===== src/rtl/matrix_ascii_formatter_if.sv =====
// Element-read and TX byte channels of matrix_ascii_formatter.
// A byte moves on tx_valid && tx_ready at a rising edge; while tx_valid=1 and tx_ready=0, tx_data holds and tx_valid stays high. elem_rd_en is a one-cycle request answered later by a one-cycle elem_rd_valid.
interface matrix_ascii_formatter_if #(
   parameter int DATA_W = 8,
   parameter int ADDR_W = 5
);
   logic              elem_rd_en;
   logic [ADDR_W-1:0] elem_addr;
   logic              elem_rd_valid;
   logic [DATA_W-1:0] elem_rd_data;
   logic [7:0]        tx_data;
   logic              tx_valid;
   logic              tx_ready;

   modport master (
      output elem_rd_en, elem_addr, tx_data, tx_valid,
      input  elem_rd_valid, elem_rd_data, tx_ready
   );

   modport slave (
      input  elem_rd_en, elem_addr, tx_data, tx_valid,
      output elem_rd_valid, elem_rd_data, tx_ready
   );
endinterface


===== src/rtl/matrix_ascii_formatter.sv =====
// Streams a matrix as right-aligned decimal ASCII text with optional header.
// Define FMT_SIGNED_EN to treat elements as two's complement.
module matrix_ascii_formatter #(
   parameter int DATA_W  = 8,
   parameter int MAX_DIM = 5,
   parameter int ID_W    = 4,
   parameter int FIELD_W = 3,
   parameter int ADDR_W  = 5
) (
   input  logic                   clk,
   input  logic                   rst,
   input  logic                   start,
   input  logic [1:0]             mode,
   input  logic [ID_W-1:0]        matrix_id,
   input  logic [2:0]             dim_m,
   input  logic [2:0]             dim_n,
   matrix_ascii_formatter_if.master bus,
   output logic                   busy,
   output logic                   format_done,
   output logic                   fmt_err,
   output logic [3:0]             dbg_state_o
);
   localparam logic [3:0] S_IDLE = 4'd0, S_HDR = 4'd1, S_FETCH = 4'd2, S_WAIT = 4'd3,
                          S_CONV = 4'd4, S_PAD = 4'd5, S_SIGN = 4'd6, S_DIGIT = 4'd7,
                          S_SEP = 4'd8, S_TAIL = 4'd9, S_DONE = 4'd10;

   localparam int MAXV = (1 << DATA_W) - 1;
   localparam int NDIG = 1 + int'(MAXV >= 10) + int'(MAXV >= 100) + int'(MAXV >= 1000) + int'(MAXV >= 10000);

   function automatic logic [16:0] pow10(input logic [2:0] k);
      case (k)
         3'd0:    return 17'd1;
         3'd1:    return 17'd10;
         3'd2:    return 17'd100;
         3'd3:    return 17'd1000;
         default: return 17'd10000;
      endcase
   endfunction

   logic [3:0]        state_q, state_d;
   logic [1:0]        mode_q, mode_d;
   logic [ID_W-1:0]   id_q, id_d;
   logic [2:0]        m_q, m_d, n_q, n_d, row_q, row_d, col_q, col_d;
   logic [ADDR_W-1:0] addr_q, addr_d, raddr_q, raddr_d;
   logic [DATA_W-1:0] rem_q, rem_d, mag;
   logic              neg_q, neg_d, is_neg;
   logic [2:0]        pos_q, pos_d, len_q, len_d, fin_len;
   logic [3:0]        dig_q [8];
   logic [3:0]        dig_d [8];
   logic [4:0]        cnt_q, cnt_d;
   logic              rd_en_q, rd_en_d, txv_q, txv_d, busy_q, busy_d;
   logic              done_q, done_d, err_q, err_d;
   logic [7:0]        txd_q, txd_d;

   logic              slot_free, snd, req_err;
   logic [7:0]        snd_b, hdr_b;
   logic [16:0]       pw;
   logic [47:0]       hdr_word;
   logic [3:0]        tens;
   logic [4:0]        idl, hdr_len, hdr_j, hdr_k;
   int                pad_w;

   always_comb begin
      is_neg = 1'b0;
`ifdef FMT_SIGNED_EN
      is_neg = bus.elem_rd_data[DATA_W-1];
`endif
      mag = is_neg ? (~bus.elem_rd_data + 1'b1) : bus.elem_rd_data;
   end

   // Header byte at index cnt_q: word, optional " <id>", then " (MxN):\n".
   always_comb begin
      tens = '0;
      for (int t = 1; t < 10; t++) begin
         if (int'(id_q) >= t * 10) tens = 4'(t);
      end
      idl      = (mode_q == 2'd0) ? ((tens != 4'd0) ? 5'd3 : 5'd2) : 5'd0;
      hdr_len  = 5'd14 + idl;
      hdr_j    = cnt_q - 5'd6;
      hdr_k    = cnt_q - 5'd6 - idl;
      hdr_word = (mode_q == 2'd0) ? "Matrix" : "Result";
      hdr_b    = 8'h0A;
      if (cnt_q < 5'd6) begin
         hdr_b = 8'(hdr_word >> (8 * (5 - int'(cnt_q))));
      end else if (cnt_q < 5'd6 + idl) begin
         case (hdr_j)
            5'd0:    hdr_b = 8'h20;
            5'd1:    hdr_b = (tens != 4'd0) ? (8'h30 + {4'h0, tens})
                                            : (8'h30 + 8'(int'(id_q) - 10 * int'(tens)));
            default: hdr_b = 8'h30 + 8'(int'(id_q) - 10 * int'(tens));
         endcase
      end else begin
         case (hdr_k)
            5'd0:    hdr_b = 8'h20;
            5'd1:    hdr_b = 8'h28;
            5'd2:    hdr_b = 8'h30 + {5'h0, m_q};
            5'd3:    hdr_b = 8'h78;
            5'd4:    hdr_b = 8'h30 + {5'h0, n_q};
            5'd5:    hdr_b = 8'h29;
            5'd6:    hdr_b = 8'h3A;
            default: hdr_b = 8'h0A;
         endcase
      end
   end

   assign req_err = (mode == 2'd3) || (dim_m == 3'd0) || (dim_n == 3'd0) ||
                    (int'(dim_m) > MAX_DIM) || (int'(dim_n) > MAX_DIM) ||
                    ((mode == 2'd0) && (int'(matrix_id) > 99));
   assign slot_free = !txv_q || bus.tx_ready;

   always_comb begin
      state_d = state_q; mode_d = mode_q; id_d = id_q; m_d = m_q; n_d = n_q;
      row_d = row_q; col_d = col_q; addr_d = addr_q; raddr_d = raddr_q;
      rem_d = rem_q; neg_d = neg_q; pos_d = pos_q; len_d = len_q; dig_d = dig_q;
      cnt_d = cnt_q; rd_en_d = 1'b0; busy_d = busy_q; done_d = 1'b0; err_d = 1'b0;
      txv_d = txv_q && !bus.tx_ready; txd_d = txd_q;
      snd = 1'b0; snd_b = 8'h00; pw = pow10(pos_q); fin_len = 3'd1; pad_w = 0;
      case (state_q)
         S_IDLE: if (start) begin
            mode_d = mode; id_d = matrix_id; m_d = dim_m; n_d = dim_n;
            row_d = '0; col_d = '0; addr_d = '0; cnt_d = '0; busy_d = 1'b1;
            if (req_err) begin
               state_d = S_DONE; done_d = 1'b1; err_d = 1'b1;
            end else begin
               state_d = (mode == 2'd2) ? S_FETCH : S_HDR;
            end
         end
         S_HDR: if (slot_free) begin
            snd = 1'b1; snd_b = hdr_b;
            if (cnt_q == hdr_len - 5'd1) begin
               cnt_d = '0; state_d = S_FETCH;
            end else cnt_d = cnt_q + 5'd1;
         end
         S_FETCH: begin
            rd_en_d = 1'b1; raddr_d = addr_q; state_d = S_WAIT;
         end
         S_WAIT: if (bus.elem_rd_valid) begin
            rem_d = mag; neg_d = is_neg; pos_d = 3'(NDIG - 1); len_d = '0;
            for (int i = 0; i < 8; i++) dig_d[i] = '0;
            state_d = S_CONV;
         end
         // One subtraction of 10^pos per cycle, most significant position first.
         S_CONV: begin
            if ({{(17-DATA_W){1'b0}}, rem_q} >= pw) begin
               rem_d = rem_q - pw[DATA_W-1:0];
               dig_d[pos_q] = dig_q[pos_q] + 4'd1;
               if (len_q == 3'd0) len_d = pos_q + 3'd1;
            end else if (pos_q == 3'd0) begin
               fin_len = (len_q == 3'd0) ? 3'd1 : len_q;
               len_d   = fin_len;
               pad_w   = FIELD_W - int'(fin_len) - int'(neg_q);
               cnt_d   = (pad_w > 0) ? 5'(pad_w) : 5'd0;
               state_d = S_PAD;
            end else pos_d = pos_q - 3'd1;
         end
         S_PAD: begin
            if (cnt_q != 5'd0) begin
               if (slot_free) begin
                  snd = 1'b1; snd_b = 8'h20; cnt_d = cnt_q - 5'd1;
               end
            end else begin
               cnt_d   = {2'b00, len_q - 3'd1};
               state_d = neg_q ? S_SIGN : S_DIGIT;
            end
         end
         S_SIGN: if (slot_free) begin
            snd = 1'b1; snd_b = 8'h2D; state_d = S_DIGIT;
         end
         S_DIGIT: if (slot_free) begin
            snd = 1'b1; snd_b = 8'h30 + {4'h0, dig_q[cnt_q[2:0]]};
            if (cnt_q == 5'd0) state_d = S_SEP;
            else cnt_d = cnt_q - 5'd1;
         end
         S_SEP: if (slot_free) begin
            snd = 1'b1; addr_d = addr_q + 1'b1; cnt_d = '0; state_d = S_FETCH;
            if (col_q == n_q - 3'd1) begin
               snd_b = 8'h0A; col_d = '0;
               if (row_q == m_q - 3'd1) state_d = S_TAIL;
               else row_d = row_q + 3'd1;
            end else begin
               snd_b = 8'h20; col_d = col_q + 3'd1;
            end
         end
         // cnt_q=1 means the final newline is loaded; finish once it is taken.
         S_TAIL: begin
            if (cnt_q == 5'd0) begin
               if (slot_free) begin
                  snd = 1'b1; snd_b = 8'h0A; cnt_d = 5'd1;
               end
            end else if (bus.tx_ready) begin
               done_d = 1'b1; state_d = S_DONE;
            end
         end
         S_DONE: begin
            busy_d = 1'b0; state_d = S_IDLE;
         end
         default: state_d = S_IDLE;
      endcase
      if (snd) begin
         txv_d = 1'b1; txd_d = snd_b;
      end
   end

   always_ff @(posedge clk or posedge rst) begin
      if (rst) begin
         state_q <= S_IDLE; mode_q <= '0; id_q <= '0; m_q <= '0; n_q <= '0;
         row_q <= '0; col_q <= '0; addr_q <= '0; raddr_q <= '0;
         rem_q <= '0; neg_q <= 1'b0; pos_q <= '0; len_q <= '0; dig_q <= '{default: '0};
         cnt_q <= '0; rd_en_q <= 1'b0; txv_q <= 1'b0; txd_q <= '0;
         busy_q <= 1'b0; done_q <= 1'b0; err_q <= 1'b0;
      end else begin
         state_q <= state_d; mode_q <= mode_d; id_q <= id_d; m_q <= m_d; n_q <= n_d;
         row_q <= row_d; col_q <= col_d; addr_q <= addr_d; raddr_q <= raddr_d;
         rem_q <= rem_d; neg_q <= neg_d; pos_q <= pos_d; len_q <= len_d; dig_q <= dig_d;
         cnt_q <= cnt_d; rd_en_q <= rd_en_d; txv_q <= txv_d; txd_q <= txd_d;
         busy_q <= busy_d; done_q <= done_d; err_q <= err_d;
      end
   end

   assign bus.elem_rd_en = rd_en_q;
   assign bus.elem_addr  = raddr_q;
   assign bus.tx_valid   = txv_q;
   assign bus.tx_data    = txd_q;
   assign busy           = busy_q;
   assign format_done    = done_q;
   assign fmt_err        = err_q;
   assign dbg_state_o    = state_q;
endmodule


===== src/flat_wrapper.sv =====
// flat-port wrapper written by rule: the top's interface ports become plain ports
module matrix_ascii_formatter_flat 
#(
   parameter int DATA_W  = 8,
   parameter int MAX_DIM = 5,
   parameter int ID_W    = 4,
   parameter int FIELD_W = 3,
   parameter int ADDR_W  = 5
)
  (clk, rst, start, mode, matrix_id, dim_m, dim_n, busy, format_done, fmt_err, dbg_state_o, bus_elem_rd_en, bus_elem_addr, bus_tx_data, bus_tx_valid, bus_elem_rd_valid, bus_elem_rd_data, bus_tx_ready);
  matrix_ascii_formatter_if #(.DATA_W(DATA_W), .ADDR_W(ADDR_W)) bus_i ();
  input  logic clk;
  input  logic rst;
  input  logic start;
  input  logic [1:0] mode;
  input  logic [ID_W-1:0] matrix_id;
  input  logic [2:0] dim_m;
  input  logic [2:0] dim_n;
  output logic busy;
  output logic format_done;
  output logic fmt_err;
  output logic [3:0] dbg_state_o;
  output wire logic [$bits(bus_i.elem_rd_en)-1:0] bus_elem_rd_en;
  output wire logic [$bits(bus_i.elem_addr)-1:0] bus_elem_addr;
  output wire logic [$bits(bus_i.tx_data)-1:0] bus_tx_data;
  output wire logic [$bits(bus_i.tx_valid)-1:0] bus_tx_valid;
  input wire logic [$bits(bus_i.elem_rd_valid)-1:0] bus_elem_rd_valid;
  input wire logic [$bits(bus_i.elem_rd_data)-1:0] bus_elem_rd_data;
  input wire logic [$bits(bus_i.tx_ready)-1:0] bus_tx_ready;
  assign bus_elem_rd_en = bus_i.elem_rd_en;
  assign bus_elem_addr = bus_i.elem_addr;
  assign bus_tx_data = bus_i.tx_data;
  assign bus_tx_valid = bus_i.tx_valid;
  assign bus_i.elem_rd_valid = bus_elem_rd_valid;
  assign bus_i.elem_rd_data = bus_elem_rd_data;
  assign bus_i.tx_ready = bus_tx_ready;
  matrix_ascii_formatter #(.DATA_W(DATA_W), .MAX_DIM(MAX_DIM), .ID_W(ID_W), .FIELD_W(FIELD_W), .ADDR_W(ADDR_W)) u_core (.clk(clk), .rst(rst), .start(start), .mode(mode), .matrix_id(matrix_id), .dim_m(dim_m), .dim_n(dim_n), .bus(bus_i), .busy(busy), .format_done(format_done), .fmt_err(fmt_err), .dbg_state_o(dbg_state_o));
endmodule

===== config.mk =====
export PLATFORM = sky130hd
export DESIGN_NAME = matrix_ascii_formatter_flat
export DESIGN_NICKNAME = d
export VERILOG_FILES = /design/src/rtl/matrix_ascii_formatter_if.sv /design/src/rtl/matrix_ascii_formatter.sv /design/src/flat_wrapper.sv
export SDC_FILE = /design/constraint.sdc
export NUM_CORES = 1
export LEC_CHECK = 0
export CAP_MARGIN = 30
export CORE_ASPECT_RATIO = 1.2
export CORE_MARGIN = 2
export CORE_UTILIZATION = 65
export DETAILED_ROUTE_END_ITERATION = 10
export HOLD_SLACK_MARGIN = 0.05
export PLACE_DENSITY = 0.94
export REMOVE_ABC_BUFFERS = 1
export SKIP_CTS_REPAIR_TIMING = 1
export SLEW_MARGIN = 25
export SYNTH_ARGS = -nofsm -noshare
export SYNTH_HDL_FRONTEND = slang
export SYNTH_SLANG_ARGS = --single-unit

===== constraint.sdc =====
create_clock -name clk -period 8.5 [get_ports clk]
set_input_delay 2.55 -clock clk [delete_from_list [all_inputs] [get_ports clk]]
set_output_delay 2.55 -clock clk [all_outputs]
set_load 0.02 [all_outputs]

# Word-level counts from Yosys, hierarchy flattened
# Cells that the tools add are included.
# W data, S select, Z words.
# totals
regBits	96
output_inout_bits	22
inputBits	25
elab_cells	249
# classes
n_lt_le_gt_ge	10
n_reduce_logical	34
n_addsub	25
n_mux	101
mul	1
bitwise_logic	2
shift	1
eq_ne	48
# ops
cell	n
$mux W4	22
$mux W8	10
$mux W5	15
$mux W32	2
$pmux W32 S2	1
$pmux W14 S4	1
$pmux W8 S7	1
$pmux W8 S6	1
$shr A48 B32 Y8	1
$mux W45	1
$mux W3	14
$pmux W4 S10	1
$pmux W5 S7	1
$bwmux W32	1
$gt A32 B1 Y1 const B	1
$pmux W8 S2	2
$bmux W4 S3	2
$pmux W3 S2	4
$ne A2 B1 Y1 const B	11
$mux W6	3
$ne A2 B2 Y1 const B	9
$eq A4 B3 Y1 const B	4
$eq A5 B3 Y1 const B	3
$logic_not A5 Y1	3
61 further kinds	108

# Depth between registers and ports, before layout
# depth
ltp_word	12
depth_mapped	15
ltp_nobuf	12

# Worst setup path before layout
# No wires, ideal clock.
# synth_timing
path_type	input port to flip-flop
startpoint	input bus_tx_ready
endpoint	register u_core.state_q[0] (netlist: u_core.dbg_state_o[0])
t_required_ns	8.372
path_stages	6
arrival_time_ns	3.803
setup_slack_ns	4.570
setup_time_ns	0.128
path_buffers	1
cell_sequence	nand2b_1 > clkbuf_1 > o221a_2 > o21ai_2 > nor3_4 > mux2_1
# synth_via
elab_chain_cells	3
word_cells_on_any_way	7
cone_classes	eq/ne: 5; reduce/logical: 2
# synth_lines
item	line_no	text
start, declared	flat_wrapper.sv:29	input wire logic [$bits(bus_i.tx_ready)-1:0] bus_tx_ready;
$logic_or A1 B1 Y1	matrix_ascii_formatter.sv:109	assign slot_free = !txv_q || bus.tx_ready;
$ne A2 B1 Y1 (no source line)	n/a	
$reduce_and A13 Y1 (no source line) *	n/a	
end signal, assigned	matrix_ascii_formatter.sv:212	state_q <= state_d; mode_q <= mode_d; id_q <= id_d; m_q <= m_d; n_q <= n_d;
end, declared	matrix_ascii_formatter.sv:40	logic [3:0] state_q, state_d;
# Mark *: on every way between the ends. The rest lies on a longest branch, timed or not.
# A chain may end at the register's enable or synchronous reset.

# Worst setup path after layout
# layout_timing
startpoint	input bus_elem_rd_valid
endpoint	register u_core.dig_q[29] (netlist name)
# layout_via
elab_chain_cells	2
# layout_lines
item	line_no	text
start, declared	flat_wrapper.sv:27	input wire logic [$bits(bus_i.elem_rd_valid)-1:0] bus_elem_rd_valid;
$ne A2 B2 Y1 (no source line)	n/a	
$reduce_and A3 Y1 (no source line)	n/a	
end signal, assigned	matrix_ascii_formatter.sv:214	rem_q <= rem_d; neg_q <= neg_d; pos_q <= pos_d; len_q <= len_d; dig_q <= dig_d;
end, declared	matrix_ascii_formatter.sv:48	logic [3:0] dig_q [8];
# Every way passes these cells.

==> results.sh <==
export IMPL_synth_seq_area_share=0.347
export IMPL_clkSlewWorstSetupHoldPaths_ns=0.07
export IMPL_synthFlopType="dfrtp_1"
export IMPL_grt_pass1_vias=6089
export IMPL_powerDensity_mw_per_mm2=411
export IMPL_r2r_start="u_core.pos_q[0]$_DFFE_PP0P_"
export IMPL_cap_viol_max_count=0
export IMPL_die_area_mm2=0.0114
export IMPL_clock_sinks=95
export IMPL_setup_tns_ns=0
export IMPL_num_nets_final=840
export IMPL_antenna_diode_count=0
export IMPL_cp_required_ns=8.75
export IMPL_drtPass1Iterations=5
export IMPL_p_sw_w=0.00155
export IMPL_track_usage=0.327
export IMPL_hold_path_end="u_core.rem_q[5]$_DFFE_PP0P_"
export IMPL_synthCells=757
export IMPL_seqPwrFrac=0.266
export IMPL_multi_input_area_mm2=0.00414
export IMPL_fillCellCount=732
export IMPL_period_share=0.528
export IMPL_clk_insertion_delay_late_ns=0.35
export IMPL_via_per_inst=6.93
export IMPL_drcViolationCount=0
export IMPL_cp_max_fo=26
export IMPL_yosys_warnings=0
export IMPL_dp_hpwl_um=13000
export IMPL_root_buffer="clkbuf_16"
export IMPL_wirelength_um=18400
export IMPL_fin_hold_ws_ns=0.509
export IMPL_hold_path_class="flop to flop"
export IMPL_grt_pass1_wl_um=29900
export IMPL_fmax_mhz=223
export IMPL_rr_worst_depth=11
export IMPL_fin_skew_ns=0.00881
export IMPL_cts_tree="done"
export IMPL_h_tree_depth=3
export IMPL_internal_power_w=0.00158
export IMPL_tightestPinTransition_ns=0.857
export IMPL_r2r_slack_ns=4.17
export IMPL_gp_congestion=0.966
export IMPL_setup_worst_path_start_class="primary input"
export IMPL_cts_made_buffers=9
export IMPL_hold_viol_final=0
export IMPL_yosysUniqueCellTypes=85
export IMPL_power_frac_comb=0.600
export IMPL_critPathArrivalTime_ns=4.73
export IMPL_pin_count=47
export IMPL_fin_crit_ns=4.49
export IMPL_clockPowerShare=0.134
export IMPL_rr_endpoint="u_core.dbg_state_o[0]$_DFFE_PP0P_"
export IMPL_row_count=41
export IMPL_synth_edf_count=0
export IMPL_die_x_um=97.7
export IMPL_antenna_found_initial=0
export IMPL_rsz0062_at_grt="no"
export IMPL_cpPeakStageDelay_ns=0.58
export IMPL_syn_avg_cell_area_um2=9.05
export IMPL_grt_ovfl_total=0
export IMPL_ff_latch_area_mm2=0.00238
export IMPL_outcome="completed"
export IMPL_ant_nets=0
export IMPL_post_route_util=0.731
export IMPL_synth_seq_cells=95
export IMPL_setup_viol=0
export IMPL_swShare=0.495
export IMPL_critPathKind="primary input to flop"
export IMPL_drtIter0Drc=604
export IMPL_start_util=0.658
export IMPL_cp_end_kind="flop"
export IMPL_vdd_drop_max_mv=0.329
export IMPL_cellLeakagePower_nw=3.29
export IMPL_crit_chain="clkdlybuf4s50_1, nand3_1, o21ai_1, buf_4, o21ai_0, a22o_1"
export IMPL_synthArstFlopShare=1.00
export IMPL_core_mm2=0.0104
export IMPL_wire_per_inst_um=20.2
export IMPL_grt_max_degree=53
export IMPL_clk_path_buf_depth=2
export IMPL_drive_gt1_frac=0.0846
export IMPL_slowest_stage="nand3_1"
export IMPL_path_buf_inv=2
export IMPL_syn_to_final_growth_pct=11.2
export IMPL_dr_total_vias=6298
export IMPL_slew_headroom=0.427
export IMPL_cp_top_family="compound AO/OA/AOI/OAI gates"
export IMPL_die_y_um=116
export IMPL_hold_depth=1
export IMPL_io_buffer_count=45
export IMPL_syn_area_mm2=0.00685
export IMPL_hold_start="u_core.rem_q[5]$_DFFE_PP0P_"
export IMPL_drv_slew=0
power by group through the flow:
stage | Clock [W] | Combinational [W] | Sequential, W
6_report | 0.000418 | 0.00188 | 0.000833
5_1_grt | 0.000435 | 0.00205 | 0.000853
4_1_cts | 0.000418 | 0.00182 | 0.000831
3_5_place_dp | 0 | 0.00179 | 0.000834
3_3_place_gp | 0 | 0.00170 | 0.000823
2_1_floorplan | 0 | 0.00131 | 0.000804
cell type report:
type                    count  area share
clock buffers              10      0.0301
clock inverters             6     0.00903
inverters                  41      0.0204
multi-input cells         579       0.544
flip-flops and latches     95       0.312
well taps                 129      0.0212
repair buffers             49      0.0637
cells by family after synthesis:
| logic type | synth area share |
|---|---|
| AOI/OAI and AO/OA | 0.216 |
| xor gates and xnor gates | 0.0310 |
| adders and majority gates | 0.0753 |
| buffers and inverters | 0.0495 |
| DFF | 0.347 |
| muxes | 0.0769 |
| other | 0.000547 |
| and+or+nand+nor | 0.203 |
cell usage in the layout, fill, tap and decap left out, types with 18 or more instances in the layout:
cell | Yosys | routed
inv_1 | 39 | 38
clkdlybuf4s50_1 | 0 | 45
nand2_1 | 81 | 81
nand3_1 | 23 | 23
nor3_1 | 18 | 18
and2_1 | 22 | 22
nor2_1 | 45 | 45
o21ai_0 | 35 | 35
a21oi_1 | 46 | 46
ha_1 | 38 | 38
dfrtp_1 | 95 | 95
state kept, by name, summed over array words and instances (netlist names), 2 cells and up:
signal and count:
u_core.addr_q 5, u_core.m_q 3, u_core.dbg_state_o 4, u_core.mode_q 2
u_core.row_q 3, u_core.n_q 3, u_core.pos_q 3, u_core.dig_q 32
u_core.bus.tx_data 7, u_core.cnt_q 5, u_core.rem_q 8, u_core.id_q 4
u_core.bus.elem_addr 5, u_core.col_q 3, u_core.len_q 3
Yosys cell counts (4+ instances only):
library cell	n	area, um^2
o21ai_0	35	175
buf_2	16	80.1
nand2_1	81	304
a31oi_1	8	50.1
a22oi_1	4	30.0
mux2_1	4	45.0
nor2b_1	15	93.8
nand3_1	23	115
clkbuf_1	22	82.6
a211o_1	8	70.1
and3_1	6	37.5
a211oi_1	7	52.6
nor3b_1	6	45.0
o21a_1	4	30.0
ha_1	38	475
o21ai_1	9	45.0
nor2_1	45	169
o31ai_1	9	67.6
mux2i_1	11	110
inv_1	39	146
a21oi_1	46	230
xnor2_1	8	70.1
a32oi_1	4	35.0
o22ai_1	7	43.8
mux2_2	7	78.8
o2bb2ai_1	8	70.1
nand2b_1	13	81.3
nor3_1	18	90.1
nand3b_1	7	52.6
dfrtp_1	95	2380
or3_1	5	31.3
xor2_1	11	96.3
or2_2	5	31.3
and2_1	22	138
nand4_1	6	37.5
mux4_2	13	293
o211ai_1	13	97.6
a22o_1	11	96.3
metal layers:
metal | GRT usage | wire length, um | vias up
met5 | 0 | 0 | -
met1 | 0.386 | 6860 | 3004
met4 | 0.171 | 828 | 0
li1 | - | - | 2812
met3 | 0.0515 | 1430 | 87
met2 | 0.584 | 9260 | 395
worst max path at each step:
stage,end,slack (ns),start,cells after the start
floorplan,u_core.addr_q[0]$_DFFE_PP0P_,3.47,rst,1
global route,u_core.dig_q[29]$_DFFE_PP0P_,3.87,bus_elem_rd_valid,6
CTS,u_core.dig_q[29]$_DFFE_PP0P_,4.02,bus_elem_rd_valid,6
detailed placement,u_core.dig_q[30]$_DFFE_PP0P_,3.66,bus_elem_rd_valid,6
global placement,u_core.dig_q[29]$_DFFE_PP0P_,3.76,bus_elem_rd_valid,6
finish,u_core.dig_q[29]$_DFFE_PP0P_,4.01,bus_elem_rd_valid,6
stage by stage:
step	instances	area [um^2]	setup WS (ns)	total power, W
final	909	7620	4.01	0.00313
after floorplan	715	6670	3.47	0.00211
after CTS	908	7600	4.02	0.00307
after detailed placement	892	7300	3.66	0.00262
after global routing	909	7620	3.87	0.00333
after global placement	891	7300	3.76	0.00252
worst reg2reg max path: cells and delay by family, from the launching register on:
family                   cells  cell delay (ns)
flip-flops                   1             0.72
buffers and inverters        1             0.52
adder cells (fa/ha/maj)      2             0.79
AND/OR/NAND/NOR              3             0.55
AO/OA/AOI/OAI                4             1.28
multiplexers                 1             0.35
(Power assumes the default switching activity.)
==> patch 1 (same flow settings) <==
`ADDR_W` is set to 5 in 3 places; all go to 7.
--- a/src/rtl/matrix_ascii_formatter_if.sv
+++ b/src/rtl/matrix_ascii_formatter_if.sv
@@ -3,5 +3,5 @@
 interface matrix_ascii_formatter_if #(
    parameter int DATA_W = 8,
-   parameter int ADDR_W = 5
+   parameter int ADDR_W = 7
 );
    logic              elem_rd_en;
--- a/src/rtl/matrix_ascii_formatter.sv
+++ b/src/rtl/matrix_ascii_formatter.sv
@@ -6,5 +6,5 @@
    parameter int ID_W    = 4,
    parameter int FIELD_W = 3,
-   parameter int ADDR_W  = 5
+   parameter int ADDR_W  = 7
 ) (
    input  logic                   clk,
--- a/src/flat_wrapper.sv
+++ b/src/flat_wrapper.sv
@@ -6,5 +6,5 @@
    parameter int ID_W    = 4,
    parameter int FIELD_W = 3,
-   parameter int ADDR_W  = 5
+   parameter int ADDR_W  = 7
 )
   (clk, rst, start, mode, matrix_id, dim_m, dim_n, busy, format_done, fmt_err, dbg_state_o, bus_elem_rd_en, bus_elem_addr, bus_tx_data, bus_tx_valid, bus_elem_rd_valid, bus_elem_rd_data, bus_tx_ready);
Ports: changed (resized bus_elem_addr); port bits go from 47 to 49. No check against the original RTL was run, so the function may have changed too.
==> patch 1 against the unedited design <==
- global-route usage fell by 0.96 points
- sequential cell count rose by 4
- synthesized area increased by 3.8%
- worst setup slack lost 0.30 ns
- core utilization up 1.2 points
- largest cell class unchanged
- clock power grew 4.8%
- critical path type unchanged
- final area rose by 3.1%
- clock skew rose by 0.0010 ns
- highest routed layer unchanged
- power barely moved
- synthesized cell count up 0.92%
- routed wire length shrank 0.16%
- critical path depth down 1
==> patch 1: results (changes against the unedited design) <==
- Outcome: finished clean
- Post-DP Area: 7518 sq um (+2.9%)
- Fillcell total: 715 (-2.3%)
- DR pass1 iterations: 7 (+2)
- Clock-pin slew on the worst setup and hold paths: 0.07 ns (about the same)
- CTS Buf Count: 9 (unchanged)
- Crit Path Max Fanout: 23 (-12%)
- Vias per inst: 6.903 (-0.37%)
- Grt ovf: 0 (unchanged)
- Worst-Margin Slew: 0.9360 ns (+0.07891 ns)
- Dominant cells by area after synthesis: dfrtp_1 (35%), ha_1 (6.7%), mux4_2 (3.8%), nand2_1 (3.7%), o21ai_0 (3.0%)
- Bufs on Longest Clock Path: 2 (unchanged)
- Max IR drop VDD: 0.0002650 V (-19%)
- Met3 GRT Util: 4.790% (-0.36 points)
- TNS Setup: 0 ns (unchanged)
- Clock skew: 0.009801 ns (+0.0009959 ns)
- Antenna violations before repair: 0 (unchanged)
- Global-route wire length before repair: 30480 um (+2.1%)
- Ys async rst share: 100.0% (unchanged)
- Number of max-cap violations: 0 (unchanged)
- Final #Nets: 846 (+0.71%)
- Post-DP HPWL: 13060 um (+0.42%)
- Vias in the first global route: 6352 (+4.3%)
- Root buffer cell: clkbuf_16
- Wire per inst: 20.05 um (-0.81%)
- Hold Crit Class: reg2reg
- Share of layout cells above drive strength 1: 9.033% (+0.57 points)
- Synth top cells by count: dfrtp_1 (99), nand2_1 (71), o21ai_0 (43)
- H-tree Lvls: 3 (unchanged)
- Global Route met2 Usage: 53.93% (-4.5 points)
- Register area share after synthesis: 34.84% (+0.14 points)
- Number of synthesis warnings: 0 (unchanged)
- CP Data Arrival Time: 5.04 ns (+0.31 ns)
- Routability congestion estimate from global placement: 0.9228 (-4.5%)
- P_leak: 3.342 nW (+1.7%)
- Largest net degree at the start of global routing: 58 (+9.4%)
- Drt initial violations: 499 (-17%)
- Area of the multi-input gates: 4253 sq um (+2.7%)
- Clock Latency Late Sink: 0.36 ns
- Yosys cell types: 91 (+7.1%)
- Met1 usage: 39.85% (+1.3 points)
- Largest regs: u_core.dig_q x32, u_core.rem_q x8
- Internal Power: 1.573 mW (-0.42%)
- Tot GR Track Use: 31.79% (-0.96 points)
- IO Port Bufs: 47 (+4.4%)
- Reg2Reg Setup Slack: 3.92 ns (-0.25 ns)
- ANT cells: 0 (unchanged)
-- patch 1: layer usage --
layer,vias up,part of all wire (%)
li1,2872,-
met1,3053,39
met2,323,51
met3,68,6.2
met4,0,3.3
met5,-,0
-- patch 1: cell families (layout without fill, tap and decap cells) --
group,count (synthesis),count (layout),synth area share [%]
other,1,1,0.05274
buffers and inverters,83,105,5.472
AND/OR/NAND/NOR,264,264,19.88
multiplexers,39,39,7.866
AO/OA/AOI/OAI,215,215,21.13
flip-flops,99,99,34.84
XOR/XNOR,21,21,3.220
adder cells (fa/ha/maj),42,42,7.531
-- patch 1: path summary, 6_finish.rpt --
check	to	cells after the start	startpoint
setup / recovery	u_core.dig_q[29]	5	bus_elem_rd_valid
hold / removal	u_core.mode_q[1]	1	u_core.mode_q[1]
setup reg to reg	u_core.dig_q[29]	11	u_core.pos_q[1]
hold reg to reg	u_core.mode_q[1]	1	u_core.mode_q[1]
max in group asynchronous	u_core.dig_q[8]	3	rst
min in group asynchronous	u_core.bus.elem_addr[0]	2	rst
-- patch 1: metrics by stage --
step | setup slack [ns] | instances | hold WS [ns]
detailed placement | 3.349 | 897 | 0.4901
CTS | 3.715 | 913 | 0.5041
global placement | 3.047 | 897 | 0.4801
finish | 3.711 | 915 | 0.5104
global route | 3.406 | 915 | 0.5246
floorplan | 3.360 | 720 | 0.4624
-- patch 1: critical path: stages --
cell and delay [ns]:
clkdlybuf4s50_1 0.51, nand4_1 0.65, o21ai_2 0.64, o21ai_0 0.37, a22o_1 0.31
-- patch 1: final cells by class --
type                            instances  share of cell area [%]
Inverter                               39                   1.896
Tap cell                              129                   2.055
Timing Repair Buffer                   50                   6.341
Sequential cell                        99                   31.54
Clock inverter                          7                   1.147
Clock buffer                            9                   2.868
Multi-Input combinational cell        582                   54.15
-- patch 1: power by group through the flow --
stage	Sequential, mW	Combinational [mW]	Clock [mW]
after floorplan	0.804	1.32	0
after global placement	0.817	1.70	0
after detailed placement	0.829	1.80	0
after CTS	0.820	1.82	0.438
final	0.828	1.86	0.438
after global routing	0.849	2.03	0.453
==> patch 2 (same flow settings) <==
Made on the original files. Reset style: synchronous (`rst`), changed in one clocked block.
--- a/src/rtl/matrix_ascii_formatter.sv
+++ b/src/rtl/matrix_ascii_formatter.sv
@@ -202,5 +202,5 @@
    end
 
-   always_ff @(posedge clk or posedge rst) begin
+   always_ff @(posedge clk) begin
       if (rst) begin
          state_q <= S_IDLE; mode_q <= '0; id_q <= '0; m_q <= '0; n_q <= '0;
Formal check against the unedited RTL: differs if rst is asserted again (counterexample within 4 cycles, from zero or initial values and one cycle with rst high); with rst held inactive, the same outputs for 4 cycles.
==> patch 2 against the unedited design <==
- register-to-register slack lost 0.14 ns
- sequential cell count is the same
- final area shrank 5.3%
- routed wire length shrank 1.8%
- core utilization grew 1.9 points
- synthesized area shrank 5.3%
- worst setup slack lost 0.36 ns
Power is not compared: it rests on default switching activity, and its combinational part moved more than twofold at a synthesized area within 25%.
==> patch 2: results (changes against the unedited design) <==
- Share of layout cells above drive strength 1: 6.326% (-2.1 points)
- CP Data Arrival Time: 5.04 ns (+0.31 ns)
- Bufs on Longest Clock Path: 2 (unchanged)
- Tot GR Track Use: 34.23% (+1.5 points)
- CTS Buf Count: 9 (unchanged)
- Worst r2r src: u_core.pos_q[2]
- Max IR drop VDD: 0.0001488 V
- Worst-Margin Slew: 0.8832 ns (+0.02606 ns)
- Wire per inst: 19.10 um (-5.5%)
- Post-Layout Cell Count: 945 (+4.0%)
- Outcome: finished clean
- Comb group: 0.918 mW
- Crit Path Max Fanout: 13 (-50%)
- Ys async rst share: 0% (-100 points)
- Critical R2R Capture: u_core.cnt_q[1]
- Dominant cells by area after synthesis: dfxtp_1 (29%), ha_1 (7.7%), nand2_1 (5.0%), a21oi_1 (4.7%), nor2_1 (4.2%)
- Clock skew: 0.005751 ns (-0.003055 ns)
- Fillcell total: 713 (-2.6%)
- Worst hold path depth: 2 (+1)
- Clock distribution power: 0.411 mW
- R2R depth: 11 (unchanged)
- DR pass1 iterations: 6 (+1)
- Antenna violations before repair: 0 (unchanged)
- Post-DP Area: 6919 sq um (-5.3%)
- Largest Register: u_core.dig_q
- Max FFs per register: 32 (unchanged)
- Cells after synthesis: 807 (+6.6%)
- Vias per inst: 6.783 (-2.1%)
- Global-route wire length before repair: 29680 um (-0.63%)
- Vias in the first global route: 6109 (+0.33%)
- Crit path launch: start
- Post-DP HPWL: 12830 um (-1.3%)
- Routability congestion estimate from global placement: 0.9358 (-3.1%)
- Synth top cells by count: dfxtp_1 (95), nand2_1 (86), nor2_1 (72)
- Register area share after synthesis: 29.31% (-5.4 points)
- Number of synthesis warnings: 0 (unchanged)
- Hold EP: u_core.mode_q[0]
- Largest net degree at the start of global routing: 72 (+36%)
- Yosys cell types: 81 (-4.7%)
- Placed cell count: 930 (+4.3%)
- Drt initial violations: 570 (-5.6%)
- IO Port Bufs: 45 (unchanged)
- Hold Crit Class: reg2reg
- P_leak: 2.702 nW
- Worst hold start: u_core.mode_q[0]
- Reg2Reg Setup Slack: 4.03 ns (-0.14 ns)
- Finished Core Util: 75.07% (+1.9 points)
- Final #Nets: 885 (+5.4%)
patch 2: through the flow:
step / hold slack (ns) / setup slack (ns)
CTS: 0.4773 / 3.785
global route: 0.4951 / 3.641
finish: 0.4762 / 3.652
global placement: 0.4381 / 3.605
detailed placement: 0.4522 / 3.423
floorplan: 0.4254 / 4.504
patch 2: cells by family after synthesis:
group	count (synthesis)	synth area share, %
other	1	0.05779
XOR/XNOR	24	3.587
flip-flops	95	29.31
multiplexers	27	6.498
AO/OA/AOI/OAI	215	23.12
buffers and inverters	96	6.113
adder cells (fa/ha/maj)	43	8.484
AND/OR/NAND/NOR	306	22.83
patch 2: worst max-delay path, stage by stage:
cell	delay [ns]
clkdlybuf4s50_1	0.74
nor4_1	0.08
a31oi_1	0.17
o22ai_1	0.14
nor4_1	0.44
nand3_1	0.20
a2111oi_0	0.60
a211oi_1	0.10
patch 2: metal layers:
metal | track usage (%) | wire, um | up-vias
met5 | 0 | 0 | -
met3 | 5.284 | 1331 | 73
met2 | 57.32 | 8903 | 349
met4 | 18.07 | 788 | 0
li1 | - | - | 2970
met1 | 42.02 | 7030 | 3018
patch 2: area by class of cell:
cell class | instances | share of cell area [%]
sequential | 95 | 26.35
clock inverter | 4 | 0.7628
multi-input combinational | 616 | 58.06
timing repair buffer | 52 | 7.004
inverter | 44 | 2.323
tap | 123 | 2.132
clock buffer | 11 | 3.363
patch 2: worst max-delay path by stage:
stage | endpoint | slack [ns] | depth (start not counted)
after floorplan | u_core.cnt_q[1] | 4.50 | 7
after global placement | u_core.cnt_q[1] | 3.61 | 8
after detailed placement | u_core.cnt_q[1] | 3.42 | 8
after CTS | u_core.cnt_q[1] | 3.78 | 8
after global routing | u_core.cnt_q[1] | 3.64 | 8
final | u_core.cnt_q[1] | 3.65 | 8
